### src/rtl/load_align_unit.sv
// load_align_unit: multi-cycle load unit between the memory stage and the data
// memory port. Fetches one or two bus beats, merges them for loads that cross
// a beat boundary, and returns the sign/zero-extended result with its tag.
//
// Ports:
//   clk, rst            clock (rising edge), asynchronous active-high reset
//   Req/Addr/Funct3     load request (accepted when Req && Ready)
//   TagIn               destination tag captured on accept
//   Ready               high only while idle
//   MemReq/MemAddr      beat read request, held until MemAck
//   MemAck/MemRData     beat read response
//   Valid/RDOut/TagOut  one-cycle result pulse, data and tag held until next Valid
//   Fault               qualifies Valid: illegal Funct3 or forbidden misaligned load
module load_align_unit #(
  parameter int unsigned XLEN        = 32,
  parameter int unsigned ADDR_W      = 32,
  parameter int unsigned MISALIGN_EN = 1,
  parameter int unsigned TAG_W       = 5
) (
  input  logic              clk,
  input  logic              rst,
  input  logic              Req,
  input  logic [ADDR_W-1:0] Addr,
  input  logic [2:0]        Funct3,
  input  logic [TAG_W-1:0]  TagIn,
  output logic              Ready,
  output logic              MemReq,
  output logic [ADDR_W-1:0] MemAddr,
  input  logic              MemAck,
  input  logic [XLEN-1:0]   MemRData,
  output logic              Valid,
  output logic [XLEN-1:0]   RDOut,
  output logic [TAG_W-1:0]  TagOut,
  output logic              Fault
);

  localparam int unsigned B     = XLEN / 8;
  localparam int unsigned OFF_W = $clog2(B);

  typedef enum logic [1:0] {IDLE, BEAT0, BEAT1} state_e;

  state_e              state_q, state_d;
  logic                ready_q, ready_d;
  logic                mem_req_q, mem_req_d;
  logic [ADDR_W-1:0]   mem_addr_q, mem_addr_d;
  logic                valid_q, valid_d;
  logic                fault_q, fault_d;
  logic [XLEN-1:0]     rd_q, rd_d;
  logic [TAG_W-1:0]    tag_out_q, tag_out_d;
  logic [TAG_W-1:0]    req_tag_q, req_tag_d;
  logic [OFF_W-1:0]    off_q, off_d;
  logic [1:0]          size_q, size_d;
  logic                sign_q, sign_d;
  logic                cross_q, cross_d;
  logic [XLEN-1:0]     beat0_q, beat0_d;

  // Request decode
  logic [OFF_W-1:0] in_off;
  logic [3:0]       in_nbytes;
  logic             in_cross;
  logic             in_misalign;
  logic             in_illegal;
  logic             in_fault;

  always_comb begin
    in_off      = Addr[OFF_W-1:0];
    in_nbytes   = 4'(1) << Funct3[1:0];
    in_cross    = (5'(in_off) + 5'(in_nbytes)) > 5'(B);
    in_misalign = (in_off & OFF_W'(in_nbytes - 4'd1)) != '0;
    in_illegal  = (Funct3 == 3'b111) ||
                  ((XLEN == 32) && ((Funct3 == 3'b011) || (Funct3 == 3'b110)));
    in_fault    = in_illegal || ((MISALIGN_EN == 0) && in_misalign);
  end

  // Shift the beat pair down by the byte offset, keep the low bytes, extend.
  // The sign bit is isolated as the top bit of the size mask to avoid a
  // variable bit select wider than the data.
  function automatic logic [XLEN-1:0] extract(input logic [2*XLEN-1:0] pair,
                                              input logic [OFF_W-1:0]  off,
                                              input logic [1:0]        size,
                                              input logic              sgn);
    logic [2*XLEN-1:0] sh;
    logic [XLEN-1:0]   val;
    logic [XLEN-1:0]   mask;
    logic [6:0]        nbits;
    logic              msb;
    sh    = pair >> {off, 3'b000};
    val   = sh[XLEN-1:0];
    nbits = 7'(8) << size;
    mask  = (nbits >= 7'(XLEN)) ? '1 : ((XLEN'(1) << nbits) - XLEN'(1));
    msb   = |(val & (mask ^ (mask >> 1)));
    return (val & mask) | ({XLEN{sgn & msb}} & ~mask);
  endfunction

  // Next-state and output logic
  always_comb begin
    state_d    = state_q;
    ready_d    = ready_q;
    mem_req_d  = mem_req_q;
    mem_addr_d = mem_addr_q;
    valid_d    = 1'b0;
    fault_d    = 1'b0;
    rd_d       = rd_q;
    tag_out_d  = tag_out_q;
    req_tag_d  = req_tag_q;
    off_d      = off_q;
    size_d     = size_q;
    sign_d     = sign_q;
    cross_d    = cross_q;
    beat0_d    = beat0_q;

    case (state_q)
      IDLE: begin
        if (Req && ready_q) begin
          req_tag_d = TagIn;
          if (in_fault) begin
            // Rejected without touching memory; report next cycle
            valid_d   = 1'b1;
            fault_d   = 1'b1;
            rd_d      = '0;
            tag_out_d = TagIn;
          end else begin
            state_d    = BEAT0;
            ready_d    = 1'b0;
            mem_req_d  = 1'b1;
            mem_addr_d = {Addr[ADDR_W-1:OFF_W], OFF_W'(0)};
            off_d      = in_off;
            size_d     = Funct3[1:0];
            sign_d     = ~Funct3[2];
            cross_d    = in_cross;
          end
        end
      end

      BEAT0: begin
        if (MemAck) begin
          beat0_d = MemRData;
          if (cross_q) begin
            state_d    = BEAT1;
            mem_addr_d = mem_addr_q + ADDR_W'(B);
          end else begin
            state_d   = IDLE;
            ready_d   = 1'b1;
            mem_req_d = 1'b0;
            valid_d   = 1'b1;
            rd_d      = extract({{XLEN{1'b0}}, MemRData}, off_q, size_q, sign_q);
            tag_out_d = req_tag_q;
          end
        end
      end

      BEAT1: begin
        if (MemAck) begin
          state_d   = IDLE;
          ready_d   = 1'b1;
          mem_req_d = 1'b0;
          valid_d   = 1'b1;
          rd_d      = extract({MemRData, beat0_q}, off_q, size_q, sign_q);
          tag_out_d = req_tag_q;
        end
      end

      default: begin
        state_d   = IDLE;
        ready_d   = 1'b1;
        mem_req_d = 1'b0;
      end
    endcase
  end

  // State and output registers
  always_ff @(posedge clk or posedge rst) begin
    if (rst) begin
      state_q    <= IDLE;
      ready_q    <= 1'b1;
      mem_req_q  <= 1'b0;
      mem_addr_q <= '0;
      valid_q    <= 1'b0;
      fault_q    <= 1'b0;
      rd_q       <= '0;
      tag_out_q  <= '0;
      req_tag_q  <= '0;
      off_q      <= '0;
      size_q     <= '0;
      sign_q     <= 1'b0;
      cross_q    <= 1'b0;
      beat0_q    <= '0;
    end else begin
      state_q    <= state_d;
      ready_q    <= ready_d;
      mem_req_q  <= mem_req_d;
      mem_addr_q <= mem_addr_d;
      valid_q    <= valid_d;
      fault_q    <= fault_d;
      rd_q       <= rd_d;
      tag_out_q  <= tag_out_d;
      req_tag_q  <= req_tag_d;
      off_q      <= off_d;
      size_q     <= size_d;
      sign_q     <= sign_d;
      cross_q    <= cross_d;
      beat0_q    <= beat0_d;
    end
  end

  assign Ready   = ready_q;
  assign MemReq  = mem_req_q;
  assign MemAddr = mem_addr_q;
  assign Valid   = valid_q;
  assign Fault   = fault_q;
  assign RDOut   = rd_q;
  assign TagOut  = tag_out_q;

endmodule

### config.mk
export PLATFORM = sky130hd
export DESIGN_NAME = load_align_unit
export DESIGN_NICKNAME = d
export VERILOG_FILES = /design/src/rtl/load_align_unit.sv
export SDC_FILE = /design/constraint.sdc
export NUM_CORES = 1
export LEC_CHECK = 0
export ABC_CLOCK_PERIOD_IN_PS = 8100
export CAP_MARGIN = 20
export CORE_MARGIN = 4
export CORE_UTILIZATION = 56
export CTS_CLUSTER_SIZE = 12
export DETAILED_ROUTE_END_ITERATION = 8
export PLACE_DENSITY = 0.86
export SLEW_MARGIN = 20
export SYNTH_ARGS = -nofsm -noshare
export SYNTH_HDL_FRONTEND = slang
export SYNTH_SLANG_ARGS = --single-unit
export TNS_END_PERCENT = 50
### constraint.sdc
create_clock -name clk -period 8.1 [get_ports clk]
set_input_delay 2.43 -clock clk [delete_from_list [all_inputs] [get_ports clk]]
set_output_delay 2.43 -clock clk [all_outputs]
set_load 0.05 [all_outputs]
==> summary.md, run 1 <==
| Metric | Value |
|---|---|
| CP Max Fanout | `15` |
| Syn_area_per_cell | `9.91 um^2` |
| Synth Area in Compound Gates | `0.222` |
| Cell count after synthesis | `726` |
| Max-Cap Viols | `0` |
| DR DRC count | `0` |
| Multiplexer share of the synthesized area | `0.176` |
| Crit path arrival time | `5.00 ns` |
| Drt initial violations | `906` |
| Routed len/inst | `20.6 um` |
| Most instantiated library cell after synthesis | `dfrtp_1` |
| #FFs+latches synth | `116` |
| Initial core utilization | `0.570` |
| Post-Synth XOR/XNOR Area | `0.00122` |
| CTS tree | `done` |
| Floorplan row count | `41` |
| FFs w/ async S/R, synth | `1.00` |
| Worst slew pin tran | `0.992 ns` |
| Pwr/cell area | `469 nW/um^2` |
| Antenna-violating nets left | `0` |
| Final setup fails | `0` |
| Fin Setup TNS | `0 ns` |
| Nets | `919` |
| Post-synthesis sequential area ratio | `0.404` |
| Post-synthesis adder-cell area fraction | `0.0132` |
| Final wirelength | `21.1 mm` |
| Tcrit/Tclk final | `0.577` |
| PostCTS Resize Cnt | `0` |
| Core Area | `12600 um^2` |
| Top-Level Pins | `149` |
| Synth warn | `0` |
| CP Class | `primary input to flip-flop` |
| Maximum VDD drop | `0.234 mV` |
| First-pass GRT wire length | `34.1 mm` |
| Area contributors post-synth | `dfrtp_1 40%, mux2_2 6.6%, mux2i_1 6.0%` |
| Global route overflow | `0` |
| Die Y | `121 um` |
| Main combinational cell family by area after synthesis | `compound AO/OA/AOI/OAI gates` |
| Routed via count | `6604` |
| Final GP Congestion | `0.894` |
| Crit end category | `flip-flop` |
| # hold bufs at CTS | `0` |
| DP Wirelength | `14.3 mm` |
| Initial antenna violation count | `0` |
| Largest net degree at the start of global routing | `90` |
| Top cells by count, synth | `115 x dfrtp_1, 74 x nand2_1, 43 x mux2i_1, 43 x o21ai_0` |
| # fillers | `919` |
| Clk_skew | `0.00605 ns` |
| Normalized max-slew margin | `0.339` |
| Area grow syn2layout | `29.3%` |
| Die width | `121 um` |
| Initial DRT Pass Iterations | `5` |
| Die area | `14700 um^2` |
| Worst endpoint required time | `8.42 ns` |
| Post-Synth Simple-Gate Area | `0.133` |
| RSZ-0062 raised after global routing | `no` |
| Final Critical Period | `4.67 ns` |
| Status | `finished clean` |
| Fraction of layout cells with a size suffix above 1 | `0.135` |
| Tot Pwr | `4.37 mW` |
| Antenna cells | `0` |
| Max clock buf depth | `2` |
| Drt via density | `6.47` |
| Type of the worst min-delay path | `flip-flop to flip-flop` |
| Max Transition Viols Final | `0` |
| TritonCTS Buffers | `17` |
| H-tree lvl count | `4` |
| Count of different cell masters after synthesis | `65` |
| Total leakage power | `3.73 nW` |
| Post-synth EDFFs | `0` |
| Crit start category | `primary input` |
| Clock sinks | `116` |
| Predominant post-synthesis flop cell | `dfrtp_1` |
| Fmax | `0.214 GHz` |
| Finished Layout Cells | `1021` |
| Vias in the first global route | `6539` |
| Multi-input combinational cell area | `3940 um^2` |
| Inst Count DP | `988` |
| Post-CTS setup buffer count | `0` |
| Synth top area share | `0.400` |
| Clk Latency, worst-skew pair | `0.42 ns` |
| Reg area | `2910 um^2` |
| CTS root buffer | `clkbuf_16` |
| Final hold violation count | `0` |
| Synthesized cell area | `7190 um^2` |
| Leading area contributor after synthesis | `dfrtp_1` |
| GR Util All Layers | `0.292` |
| Clock transition at path regs | `0.05 ns` |
| IO Port Bufs | `146` |
==> cell usage in the layout (no fill, tap or decap), types with 5 or more instances in the layout <==
master	count
ha_1	5
o22ai_1	19
clkdlybuf4s50_1	146
a22oi_1	15
clkbuf_16	17
nand4_1	7
a21oi_1	42
a211oi_1	14
a221o_1	7
a22o_1	8
mux2i_1	43
bufinv_16	5
nor2b_1	19
o21a_1	5
buf_4	6
o2111ai_2	10
nor3_1	10
a2bb2oi_1	9
o2111ai_1	6
inv_1	15
dfrtp_1	113
o21ai_0	43
o31ai_1	5
mux4_2	16
nand2_1	74
nor2_1	34
a211o_1	15
nand3_1	19
nand2b_1	6
mux2_2	42
and3_1	5
==> cell type report <==
| class | instances | area share |
|---|---|---|
| Clock buffer | 22 | 0.0499 |
| Clock inverter | 10 | 0.0191 |
| Inverter | 17 | 0.00713 |
| Multi-Input combinational cell | 531 | 0.423 |
| Sequential cell | 116 | 0.313 |
| Tap cell | 172 | 0.0231 |
| Timing Repair Buffer | 153 | 0.165 |
==> routing by layer <==
| metal | wire (um) | up-vias | track usage |
|---|---|---|---|
| li1 | - | 2957 | - |
| met1 | 8660 | 3268 | 0.388 |
| met2 | 10200 | 343 | 0.473 |
| met3 | 1810 | 36 | 0.0611 |
| met4 | 400 | 0 | 0.107 |
| met5 | 0 | - | 0 |
==> power breakdown <==
part	total, mW	leakage, nW	switching (mW)	internal [mW]
clock network	0.826	0.314	0.267	0.559
logic	2.40	1.99	1.46	0.935
registers	1.14	1.43	0.289	0.853
total	4.37	3.73	2.02	2.35
==> kinds of logic after synthesis <==
family / count (synthesis)
other: 1
XOR/XNOR: 1
adder cells (fa/ha/maj): 7
multiplexers: 101
AND/OR/NAND/NOR: 197
flip-flops: 116
buffers and inverters: 80
AO/OA/AOI/OAI: 223
==> critical path, stage by stage <==
cell and delay (ns):
clkdlybuf4s50_1 0.63, nor2b_1 0.26, o21a_1 0.17, nand3_1 0.34, or3_1 0.82, o2111ai_1 0.34
==> flip-flops by register name, summed over array words and instances, names as in the netlist, 2 cells and up <==
register	cells
RDOut	32
beat0_q	32
MemAddr	30
TagOut	5
req_tag_q	5
off_q	2
size_q	2
state_q	2
==> worst paths after layout <==
path                             from         end  slack, ns  cells after the start
min in group asynchronous         rst  MemAddr[4]       2.57                      2
min                          RDOut[5]    RDOut[5]       0.49                      2
max                            MemAck   RDOut[30]       3.43                      6
max reg2reg                state_q[1]   RDOut[30]       4.42                      8
max in group asynchronous         rst    off_q[0]       4.37                      3
min reg2reg                  RDOut[5]    RDOut[5]       0.49                      2
==> metrics by stage <==
stage	cell area [um^2]	setup slack, ns	util	hold slack (ns)
3_5_place_dp	8630	3.10	0.684	0.474
5_1_grt	9310	3.25	0.737	0.506
4_1_cts	9270	3.49	0.735	0.486
2_1_floorplan	7200	2.60	-	0.475
3_3_place_gp	8630	3.21	0.684	0.464
6_report	9310	3.43	0.737	0.485
Note: power is estimated with default switching activity, not from simulation.
==> inputs of run 2 (changes only) <==
Settings changed: ABC_CLOCK_PERIOD_IN_PS 8100 to 4500, CORE_UTILIZATION 56 to 52, PLACE_DENSITY 0.86 to 0.81.
Clock period 8.1 ns to 4.5 ns, I/O delays scaled along.
==> run 2 against run 1 <==
Global-route usage decreased by 3.3 points. Clock power increased by 90%. First-iteration DRC count decreased by 31%. Highest routed layer unchanged.
==> summary.md, run 2 (synthesis gave the netlist of run 1 again) <==
| Metric | Value |
|---|---|
| TritonCTS Buffers | `17 (unchanged)` |
| H-tree lvl count | `4 (unchanged)` |
| RR Endpoint | `RDOut[31]` |
| Initial core utilization | `0.537 (-0.0332)` |
| Worst endpoint required time | `4.76 ns (-3.66 ns)` |
| CP Depth | `7 (+1)` |
| Final hold violation count | `0 (unchanged)` |
| Nets | `924 (+0.54%)` |
| Delay-heaviest family, CP | `simple AND/OR/NAND/NOR gates` |
| CTS root buffer | `clkbuf_16` |
| Fraction of layout cells with a size suffix above 1 | `0.142 (+0.00623)` |
| Crit end category | `flip-flop` |
| Antenna cells | `0 (unchanged)` |
| Slowest stage cell, crit path | `or3_1` |
| CTS tree | `done` |
| PostCTS Resize Cnt | `0 (unchanged)` |
| R2R depth | `8 (unchanged)` |
| Core Area | `13400 um^2 (+6.2%)` |
| Final GP Congestion | `0.899 (+0.55%)` |
| Routed len/inst | `20.1 um (-2.7%)` |
| Reg area | `2910 um^2 (unchanged)` |
| Post-CTS setup buffer count | `0 (unchanged)` |
| DP Wirelength | `14.1 mm (-1.7%)` |
| Multi-input combinational cell area | `3930 um^2 (-0.13%)` |
| # fillers | `1022 (+11%)` |
| Normalized max-slew margin | `0.266 (-0.0724)` |
| Area grow syn2layout | `30.2%` |
| Crit path arrival time | `3.76 ns (-1.24 ns)` |
| Die area | `15800 um^2 (+7.2%)` |
| Max clock buf depth | `2 (unchanged)` |
| Fmax | `0.286 GHz` |
| Max Transition Viols Final | `0 (unchanged)` |
| Largest net degree at the start of global routing | `117 (+30%)` |
| Crit path to | `RDOut[31]` |
| Worst slew pin tran | `1.10 ns (+0.109 ns)` |
| Clock sinks | `116 (unchanged)` |
| Initial antenna violation count | `0 (unchanged)` |
| Global route overflow | `0 (unchanged)` |
| Fin Setup TNS | `0 ns (unchanged)` |
| Largest stage delay, worst path | `0.79 ns (-0.03 ns)` |
| CP startpoint | `MemAck` |
| Drt initial violations | `623 (-31%)` |
| Floorplan row count | `42 (+2.4%)` |
| Total leakage power | `3.77 nW (+1.1%)` |
| Clk_skew | `0.0100 ns (+0.00396 ns)` |
| Final Util | `0.699 (-0.0383)` |
| Status | `finished clean` |
| Vias in the first global route | `6375 (-2.5%)` |
| Type of the worst min-delay path | `flip-flop to flip-flop` |
| Top-Level Pins | `149 (unchanged)` |
| Routed via count | `6522 (-1.2%)` |
| Pwr/cell area | `844 nW/um^2 (+80%)` |
| Final Critical Period | `3.49 ns` |
| Final wirelength | `20.7 mm (-1.9%)` |
| # hold bufs at CTS | `0 (unchanged)` |
| Antenna-violating nets left | `0 (unchanged)` |
| First-pass GRT wire length | `33.2 mm (-2.5%)` |
| Initial DRT Pass Iterations | `5 (unchanged)` |
| CP Max Fanout | `30 (+15)` |
| DR DRC count | `0 (unchanged)` |
| RSZ-0062 raised after global routing | `no` |
| GR Util All Layers | `0.259 (-0.0326)` |
| Crit start category | `primary input` |
| Crit path cell chain | `clkdlybuf4s50_1 > nor2b_1 > o21ai_0 > or3_1 > buf_4 > nand2_1 > o2111ai_2` |
| Clock transition at path regs | `0.05 ns (about the same)` |
| Worst R2R Start | `state_q[0]` |
| Hold path startpoint | `RDOut[0]` |
| Tcrit/Tclk final | `0.776` |
| Reg-to-reg setup timing slack | `1.40 ns (-3.02 ns)` |
| WP buf/inv | `2 (+1)` |
| Drt via density | `6.33 (-2.1%)` |
| CP Class | `primary input to flip-flop` |
| Die width | `126 um (+3.5%)` |
| Die Y | `126 um (+3.5%)` |
| Commonest non-fill, non-tap cell in the layout | `clkdlybuf4s50_1` |
| Max-Cap Viols | `0 (unchanged)` |
| Maximum VDD drop | `0.373 mV (+59%)` |
| Clk Latency, worst-skew pair | `0.42 ns (about the same)` |
| Final setup fails | `0 (unchanged)` |
| IO Port Bufs | `146 (unchanged)` |
| Commonest cells after routing, fill and taps aside | `146 x clkdlybuf4s50_1, 113 x dfrtp_1, 74 x nand2_1, 43 x o21ai_0, 43 x mux2i_1` |
[run 2: per-layer routing]
metal / wire (um) / track usage / vias up
li1: - / - / 2963
met1: 8770 / 0.358 / 3180
met2: 9670 / 0.406 / 336
met3: 1780 / 0.0559 / 43
met4: 442 / 0.0925 / 0
met5: 0 / 0 / -
[run 2: power breakdown]
group          switching, mW  total, mW  internal (mW)  leakage [nW]
Clock                  0.487       1.57           1.08         0.334
Combinational           2.48       4.17           1.69          2.01
Sequential             0.632       2.16           1.53          1.43
Total                   3.60       7.90           4.30          3.77
[run 2: worst reg2reg max path: cells and delay by family, from the launching register on]
| family | cells | cell delay (ns) |
|---|---|---|
| flip-flops | 1 | 0.41 |
| AO/OA/AOI/OAI | 2 | 0.29 |
| AND/OR/NAND/NOR | 3 | 1.18 |
| adder cells (fa/ha/maj) | 1 | 0.67 |
| buffers and inverters | 2 | 0.45 |
[run 2: stage by stage]
stage	hold WS, ns	power (mW)	worst slack [ns]	area [um^2]	cells
after detailed placement	0.474	6.28	0.635	8690	998
after CTS	0.489	7.87	1.07	9370	1030
after global routing	0.511	8.30	0.813	9370	1030
after global placement	0.465	6.15	0.733	8690	998
after floorplan	0.475	5.09	0.0792	7200	727
final	0.487	7.90	1.01	9370	1030
[run 2: how the worst min path moves through the flow]
stage            endpoint  slack, ns  depth (start not counted)
2_1_floorplan  beat0_q[1]       0.47                          1
3_3_place_gp     RDOut[0]       0.46                          2
3_5_place_dp     RDOut[0]       0.47                          2
4_1_cts         TagOut[3]       0.49                          2
5_1_grt         TagOut[4]       0.51                          2
6_report         RDOut[0]       0.49                          2
[run 2: area by class of cell]
type                       instances  share of cell area
timing repair buffer             158               0.167
clock buffer                      22              0.0506
multi-input combinational        531               0.420
sequential                       116               0.311
inverter                          17             0.00708
tap                              176              0.0235
clock inverter                    10              0.0214
==> inputs of run 3 (changes only) <==
Settings changed: ABC_CLOCK_PERIOD_IN_PS 4500 to 3100, CORE_UTILIZATION 52 to 47, PLACE_DENSITY 0.81 to 0.77.
Clock period 4.5 ns to 3.1 ns, I/O delays scaled along.
==> run 3 against run 2 <==
Final area is 0.87% higher. Sequential power grew 42%. Die area grew 9.9%. Utilization is 5.9 points lower. Clock-buffer cell count rose by 4. Non-clock buffer count increased by 15. Largest cell class unchanged.
==> summary.md, run 3 (synthesis gave the netlist of run 1 again) <==
| Metric | Value |
|---|---|
| Reg-to-reg setup timing slack | `0.55 ns (-0.85 ns)` |
| Die area | `17400 um^2 (+9.9%)` |
| CTS root buffer | `clkbuf_16` |
| PostCTS Resize Cnt | `0 (unchanged)` |
| CP startpoint | `Ready` |
| End of the worst hold path | `RDOut[1]` |
| Nets | `939 (+1.6%)` |
| NetSw | `5.24 mW (+45%)` |
| Global route overflow | `0 (unchanged)` |
| Commonest cells after routing, fill and taps aside | `146 x clkdlybuf4s50_1, 113 x dfrtp_1, 74 x nand2_1, 43 x o21ai_0, 43 x mux2i_1` |
| Initial DRT Pass Iterations | `5 (unchanged)` |
| Final setup fails | `0 (unchanged)` |
| Core Area | `14800 um^2 (+10%)` |
| Switching Fraction | `0.460 (+0.00415)` |
| TritonCTS Buffers | `17 (unchanged)` |
| Status | `finished clean` |
| RSZ-0062 raised after global routing | `no` |
| Finished Layout Cells | `1051 (+2.0%)` |
| Crit end category | `output port` |
| Fmax | `0.370 GHz` |
| Floorplan row count | `44 (+4.8%)` |
| Clock sinks | `116 (unchanged)` |
| Crit path cell chain | `clkdlybuf4s50_1` |
| Total leakage power | `3.80 nW (+0.97%)` |
| Antenna-violating nets left | `0 (unchanged)` |
| Final wirelength | `20.9 mm (+1.2%)` |
| Initial core utilization | `0.488 (-0.0493)` |
| Pwr/cell area | `1210 nW/um^2 (+43%)` |
| Vias in the first global route | `6501 (+2.0%)` |
| Combinational power share | `0.555 (+0.027)` |
| RR Endpoint | `RDOut[9]` |
| Max Transition Viols Final | `0 (unchanged)` |
| Drt initial violations | `498 (-20%)` |
| Final GP Congestion | `0.859 (-4.4%)` |
| Inst Count DP | `1021 (+2.3%)` |
| Placement Cell Area | `8850 um^2 (+1.9%)` |
| Hold Path Depth | `2 (unchanged)` |
| Type of the worst min-delay path | `flip-flop to flip-flop` |
| WP buf/inv | `1 (-1)` |
| GR Util All Layers | `0.239 (-0.0198)` |
| Drt via density | `6.32 (-0.18%)` |
| Final hold violation count | `0 (unchanged)` |
| Top-Level Pins | `149 (unchanged)` |
| Clk Latency, worst-skew pair | `0.42 ns (about the same)` |
| CP Max Fanout | `4 (-87%)` |
| Tcrit/Tclk final | `0.872` |
| Fraction of layout cells with a size suffix above 1 | `0.151 (+0.00941)` |
| CTS tree | `done` |
| Routed via count | `6643 (+1.9%)` |
| DP Wirelength | `14.8 mm (+4.9%)` |
| Crit start category | `flip-flop` |
| Routed len/inst | `19.9 um (-0.82%)` |
| Worst endpoint required time | `2.17 ns (-2.59 ns)` |
| # hold bufs at CTS | `0 (unchanged)` |
| Reg power frac | `0.269 (-0.005)` |
| Hold path startpoint | `RDOut[1]` |
| Slowest stage cell, crit path | `clkdlybuf4s50_1` |
| Die width | `132 um (+4.9%)` |
| Maximum VDD drop | `0.528 mV (+42%)` |
| Post-Layout Inst Area | `9450 um^2 (+0.87%)` |
| Clock transition at path regs | `0.05 ns (about the same)` |
| Commonest non-fill, non-tap cell in the layout | `clkdlybuf4s50_1` |
| Worst slew pin tran | `0.809 ns (-0.292 ns)` |
| H-tree lvl count | `4 (unchanged)` |
| Max-Cap Viols | `0 (unchanged)` |
| Fin Setup TNS | `0 ns (unchanged)` |
| Largest stage delay, worst path | `0.81 ns (+0.02 ns)` |
| Clock power share | `0.175 (-0.023)` |
| Crit path arrival time | `1.77 ns (-1.99 ns)` |
| CP Class | `flip-flop to output port` |
| Int Pwr | `6.16 mW (+43%)` |
| DR DRC count | `0 (unchanged)` |
| Clk_skew | `0.00697 ns (-0.00304 ns)` |
| Normalized max-slew margin | `0.459 (+0.193)` |
| Tot Pwr | `11.4 mW (+44%)` |
| IO Port Bufs | `146 (unchanged)` |
| Area grow syn2layout | `31.3%` |
| First-pass GRT wire length | `34.1 mm (+2.5%)` |
| Max clock buf depth | `2 (unchanged)` |
| Delay-heaviest family, CP | `buffers and inverters` |
| Antenna cells | `0 (unchanged)` |
| Worst R2R Start | `off_q[0]` |
| Final Critical Period | `2.70 ns` |
| Initial antenna violation count | `0 (unchanged)` |
| Post-CTS setup buffer count | `0 (unchanged)` |
| Largest net degree at the start of global routing | `117 (unchanged)` |
| R2R depth | `5 (-3)` |
| Die Y | `132 um (+4.9%)` |
-- run 3: changes by cell type in the layout (fill, tap and decap cells not counted), moves of 3 or more --
cell	change
buf_4	+12
bufinv_16	-3
clkinv_2	-3
clkbuf_1	+3
buf_12	+3
-- run 3: how the worst max path moves through the flow --
stage	end	slack, ns	cells after the start
6_report	Ready	0.40	1
5_1_grt	MemAddr[19]	0.33	1
4_1_cts	Ready	0.38	1
3_5_place_dp	RDOut[30]	0.05	7
3_3_place_gp	RDOut[26]	0.1	7
2_1_floorplan	RDOut[10]	0.49	7
-- run 3: area by class of cell --
| class | count | area (um^2) |
|---|---|---|
| Fill cell | 1155 | 5310 |
| Sequential cell | 116 | 2910 |
| Inverter | 17 | 67.6 |
| Timing Repair Buffer | 173 | 1710 |
| Clock buffer | 26 | 499 |
| Tap cell | 184 | 230 |
| Multi-Input combinational cell | 531 | 3930 |
| Clock inverter | 4 | 95.1 |
-- run 3: per-layer routing --
layer,vias up,wire [um],part of all wire,GRT usage
met5,-,0,0,0
met4,0,379,0.018,0.0729
met3,32,1640,0.078,0.0600
met2,334,10100,0.48,0.389
met1,3279,8780,0.42,0.318
li1,2998,-,-,-
-- run 3: through the flow --
step                hold WS (ns)   util  setup WS [ns]
finish                     0.483  0.640          0.398
global route               0.519  0.640          0.330
CTS                        0.491  0.640          0.376
detailed placement         0.474  0.600         0.0484
global placement           0.465  0.600         0.0989
floorplan                  0.475      -          0.490
-- run 3: power groups by stage --
stage | clock network (mW) | logic (mW) | registers [mW]
3_5_place_dp | 0 | 6.28 | 3.06
2_1_floorplan | 0 | 3.34 | 4.05
4_1_cts | 2.03 | 6.31 | 3.05
3_3_place_gp | 0 | 6.16 | 3.00
5_1_grt | 2.10 | 6.77 | 3.18
6_report | 2.00 | 6.33 | 3.07
